`config.mk`:
```
export PLATFORM = sky130hd
export DESIGN_NAME = fir_filter
export DESIGN_NICKNAME = d
export VERILOG_FILES = /design/src/rtl/fir_filter.sv
export SDC_FILE = /design/constraint.sdc
export NUM_CORES = 2
export LEC_CHECK = 0
export ABC_CLOCK_PERIOD_IN_PS = 8200
export CORE_UTILIZATION = 38
export DETAILED_ROUTE_END_ITERATION = 6
export PLACE_DENSITY = 0.66
export SYNTH_ARGS = -nofsm -noshare
export SYNTH_HDL_FRONTEND = slang
export SYNTH_SLANG_ARGS = --single-unit
export TNS_END_PERCENT = 20
```
`constraint.sdc`:
```
create_clock -name clk_i -period 8.2 [get_ports clk_i]
set_clock_uncertainty 0.1 [all_clocks]
set_input_delay 1.23 -clock clk_i [delete_from_list [all_inputs] [get_ports clk_i]]
set_output_delay 1.23 -clock clk_i [all_outputs]
set_load 0.01 [all_outputs]
```
`src/rtl/fir_filter.sv`:
```
// Serial-MAC FIR stage: one time-shared multiplier, NTAPS clocks per sample.
// Runtime-writable Q1.15 coefficients, rounded and saturated output.
module fir_filter #(
    parameter int NTAPS     = 16,
    parameter int DATA_W    = 16,
    parameter int COEF_W    = 16,
    parameter int COEF_FRAC = 15,
    localparam int AW       = $clog2(NTAPS)
) (
    input  logic                     clk_i,
    input  logic                     reset_i,
    input  logic                     valid_i,
    input  logic signed [DATA_W-1:0] data_i,
    output logic signed [DATA_W-1:0] data_o,
    output logic                     valid_o,
    output logic                     busy_o,
    output logic                     overrun_o,
    input  logic                     coef_we_i,
    input  logic [AW-1:0]            coef_addr_i,
    input  logic signed [COEF_W-1:0] coef_data_i
);

    localparam int PROD_W = DATA_W + COEF_W;
    localparam int ACC_W  = PROD_W + AW;

    localparam logic signed [COEF_W-1:0] COEF_RST =
        COEF_W'((1 << COEF_FRAC) / NTAPS);
    localparam logic signed [ACC_W:0] HALF =
        (ACC_W+1)'(1) << (COEF_FRAC - 1);
    localparam logic signed [ACC_W:0] SMAX =
        (ACC_W+1)'((1 << (DATA_W - 1)) - 1);
    localparam logic signed [ACC_W:0] SMIN = -SMAX - 1;

    typedef enum logic [1:0] {IDLE, MAC, DONE} state_t;

    state_t                    state_q;
    logic signed [DATA_W-1:0]  dly_q  [NTAPS];
    logic signed [COEF_W-1:0]  coef_q [NTAPS];
    logic [AW-1:0]             wp_q;
    logic [AW-1:0]             k_q;
    logic signed [ACC_W-1:0]   acc_q;
    logic signed [DATA_W-1:0]  data_q;
    logic                      valid_q;
    logic                      ovr_q;

    logic [AW-1:0]             tap_idx;
    logic signed [PROD_W-1:0]  prod;
    logic signed [ACC_W:0]     rnd;
    logic signed [ACC_W:0]     shifted;
    logic signed [DATA_W-1:0]  sat_d;

    // wp_q already points past the newest sample, so x[k] sits at wp-1-k
    assign tap_idx = wp_q - AW'(1) - k_q;
    assign prod    = PROD_W'(dly_q[tap_idx]) * PROD_W'(coef_q[k_q]);
    assign rnd     = (ACC_W+1)'(acc_q) + HALF;
    assign shifted = rnd >>> COEF_FRAC;

    always_comb begin
        sat_d = shifted[DATA_W-1:0];
        if (shifted > SMAX) begin
            sat_d = SMAX[DATA_W-1:0];
        end else if (shifted < SMIN) begin
            sat_d = SMIN[DATA_W-1:0];
        end
    end

    always_ff @(posedge clk_i) begin
        if (reset_i) begin
            state_q <= IDLE;
            wp_q    <= '0;
            k_q     <= '0;
            acc_q   <= '0;
            data_q  <= '0;
            valid_q <= 1'b0;
            ovr_q   <= 1'b0;
            for (int i = 0; i < NTAPS; i++) begin
                dly_q[i]  <= '0;
                coef_q[i] <= COEF_RST;
            end
        end else begin
            valid_q <= 1'b0;
            if (coef_we_i && state_q == IDLE) begin
                coef_q[coef_addr_i] <= coef_data_i;
            end
            if (valid_i && state_q != IDLE) begin
                ovr_q <= 1'b1;
            end
            unique case (state_q)
                IDLE: begin
                    if (valid_i) begin
                        dly_q[wp_q] <= data_i;
                        wp_q        <= wp_q + AW'(1);
                        acc_q       <= '0;
                        k_q         <= '0;
                        state_q     <= MAC;
                    end
                end
                MAC: begin
                    acc_q <= acc_q + ACC_W'(prod);
                    k_q   <= k_q + AW'(1);
                    if (k_q == AW'(NTAPS - 1)) begin
                        state_q <= DONE;
                    end
                end
                DONE: begin
                    data_q  <= sat_d;
                    valid_q <= 1'b1;
                    state_q <= IDLE;
                end
                default: state_q <= IDLE;
            endcase
        end
    end

    assign data_o    = data_q;
    assign valid_o   = valid_q;
    assign busy_o    = (state_q != IDLE);
    assign overrun_o = ovr_q;

endmodule

```
==> impl_metrics.env <==
export IMPL_via_count=23770
export IMPL_gp_congestion=0.8408
export IMPL_syn_area_mm2=0.03805
export IMPL_synth_distinct_cells=75
export IMPL_status="complete, but fails checks"
export IMPL_holdWs_ns=0.3700
export IMPL_grt_util_all_layers=0.1850
export IMPL_crit_fanout=7
export IMPL_slowest_delay_ns=0.85
export IMPL_finalCriticalPeriod_ns=8.203
export IMPL_drtIter0Drc=2088
export IMPL_cts_tree="built"
export IMPL_finalHoldViolCount=0
export IMPL_synth_edf_count=512
export IMPL_synth_seq_cells=580
export IMPL_nets=3720
export IMPL_clkSinkCount=580
export IMPL_timing_fmax_ghz=0.1219
export IMPL_path_clk_slew_ns=0.06
export IMPL_drcViolationCount=0
export IMPL_r2r_cells=32
export IMPL_rsz0062_at_grt="true"
export IMPL_seq_area_frac_synth=0.4398
export IMPL_final_antenna_net_count=0
export IMPL_grt_pass1_wl_mm=146.0
export IMPL_syn_area_per_cell_um2=12.27
export IMPL_grt_max_degree=69
export IMPL_crit_path_top_delay_cell="fa_4"
export IMPL_die_x_um=318.4
export IMPL_whs_endpoint="overrun_o"
export IMPL_yosysTopAreaCell="edfxtp_1"
export IMPL_worst_pin_slew_ns=1.162
export IMPL_max_cap_viol_count=0
export IMPL_grt_pass1_vias=24880
export IMPL_core_area_mm2=0.09885
export IMPL_placed_cells_incl_taps=4441
export IMPL_end_kind="register"
export IMPL_reg2reg_to="acc_q[31]"
export IMPL_finalMaxSlewViolations=0
export IMPL_synth_nets=3573
export IMPL_ys_flop_type="edfxtp_1"
export IMPL_rows=115
export IMPL_vias_per_cell=5.180
export IMPL_cp_num_buf_inv=10
export IMPL_postSynthCellCount=3102
export IMPL_wl_per_cell_um=20.29
export IMPL_r2r_slack_ns=-0.003
export IMPL_synthTopCellsByArea="edfxtp_1, fa_1, mux4_2, and3_1, and2_1"
export IMPL_stdcell_count=4589
export IMPL_start_kind="register"
export IMPL_synth_warnings=0
export IMPL_initial_core_util=0.3850
export IMPL_yosysTopAreaCellShare=0.4040
export IMPL_clk_path_buf_depth=3
export IMPL_drt_pass1_iterations=5
export IMPL_drive_gt1_frac=0.1787
export IMPL_cts_made_buffers=66
export IMPL_hold_path_startpoint="overrun_o"
export IMPL_hold_path_class="register to register"
export IMPL_startpoint="k_q[0]"
export IMPL_fin_ws_ns=-0.002569
export IMPL_path_class="register to register"
export IMPL_cp_required_ns=8.57
export IMPL_antenna_found_initial=1
export IMPL_syn_to_final_growth_pct=15.42
export IMPL_portBuffers=58
export IMPL_ios=59
export IMPL_violations="negative setup slack"
export IMPL_critical_path_arrival_ns=8.57
export IMPL_die_area_mm2=0.1014
export IMPL_grt_overflow=0
export IMPL_period_share=1.000
export IMPL_synthArstFlopShare=0
export IMPL_insertion_delay_ns=0.63
export IMPL_n_antenna_cell=0
export IMPL_routed_wirelength_mm=93.10
export IMPL_dp_hpwl_mm=64.15
export IMPL_timing_rr_start="k_q[0]"
export IMPL_setup_viol=1
export IMPL_h_tree_depth=3
export IMPL_cts_root_buf="clkbuf_16"
export IMPL_timing_critical_path_mode_cell="inv_1"
export IMPL_hold_path_depth=2
export IMPL_cp_top_family="adder cells"
export IMPL_timing_slew_headroom=0.2191
export IMPL_die_height_um=318.4
## repair_timing
action                                  CTS  global route
endpoints found under the setup margin   13            18
gates resized for setup                  17            63
hold buffers                              0             0
pin swaps                                 3            33
setup buffers                             2            24
gates cloned                              0             2
## sequential cells by signal (all words and copies together), names as in the netlist, named ones only
register	cells
k_q	4
dly_q	256
acc_q	36
wp_q	4
state_q	2
overrun_o	1
data_o	16
coef_q	256
valid_o	1
## metal layers
metal	global-route usage	part of all wire
met1	0.2603	0.45
met4	0.04444	0.020
met5	0	0
met3	0.02786	0.057
met2	0.3006	0.47
## logic make-up (layout without fill, tap and decap cells)
kind of cell | Yosys count | count (layout) | share of synthesized area
buffers and inverters | 596 | 796 | 0.06214
AOI/OAI and AO/OA | 232 | 232 | 0.03933
and+or+nand+nor | 1029 | 1029 | 0.1492
muxes | 177 | 177 | 0.09210
DFF | 580 | 580 | 0.4398
xor gates and xnor gates | 57 | 57 | 0.01332
adders and majority gates | 431 | 431 | 0.2041
## per-stage QoR
step	instance area, um^2	TNS (ns)	util	setup WS [ns]
after floorplan	38050	0	-	0.1847
after global placement	41120	-0.2457	0.4159	-0.08190
after detailed placement	41120	-1.593	0.4159	-0.2372
after CTS	43400	-0.003567	0.4390	-0.003567
after global routing	43920	-2.618	0.4443	-0.3176
final	43920	-0.002569	0.4443	-0.002569
## area by class of cell
type | count | area (um^2)
fillers | 8771 | 54930
inverters | 393 | 1475
clock buffers | 75 | 1727
repair buffers | 282 | 2539
multi-input cells | 1926 | 19350
clock inverters | 46 | 476.7
flip-flops and latches | 580 | 16740
well taps | 1287 | 1610
## how the worst max path moves through the flow
stage | end | cells past startpoint | slack, ns
floorplan | acc_q[35] | 32 | 0.18
global placement | acc_q[31] | 31 | -0.08
detailed placement | acc_q[31] | 29 | -0.24
CTS | acc_q[24] | 34 | -0.004
global route | acc_q[35] | 32 | -0.32
finish | acc_q[31] | 32 | -0.003
## Yosys cell counts, types with 45 or more instances
library cell,instances
a21oi_1,86
and2_1,257
and3_1,265
buf_2,45
clkbuf_1,140
dfxtp_1,68
edfxtp_1,512
fa_1,316
ha_1,115
inv_1,393
mux4_2,137
nand2_1,182
nor2_1,112
nor2b_1,88
o21ai_0,47
## worst reg2reg max path: cells and delay by family (launching register included)
kind	cells	cell delay, ns
multiplexers	2	0.75
flip-flops	1	0.32
buffers and inverters	10	0.89
adder cells (fa/ha/maj)	9	4.10
XOR/XNOR	1	0.13
AO/OA/AOI/OAI	7	1.31
AND/OR/NAND/NOR	3	0.49
## cells in the final DEF, fill, tap and decap left out, types with 8 or more instances in the layout
cell type,instances
nand2_1,181
inv_1,387
and2_1,256
nand2b_1,35
nor2b_1,86
dfxtp_1,64
ha_4,9
fa_2,10
a211oi_1,9
or3_1,10
a21oi_1,74
clkbuf_16,69
clkdlybuf4s50_1,57
o21ai_2,11
clkinv_1,20
buf_4,198
edfxtp_1,512
and3_1,265
mux4_2,137
o21ai_0,31
clkinv_2,9
nor3_1,12
buf_12,16
mux2_2,15
a21o_1,10
o21ai_1,23
fa_1,305
nand3_1,31
a21oi_2,13
mux2i_1,22
o21a_1,8
ha_1,102
xor2_1,20
xnor2_1,34
nor2_1,110
or2_2,11
Power is left out: the tool's default activity adds up to more than one toggle a clock period on the data nets, which glitch-free logic cannot reach.
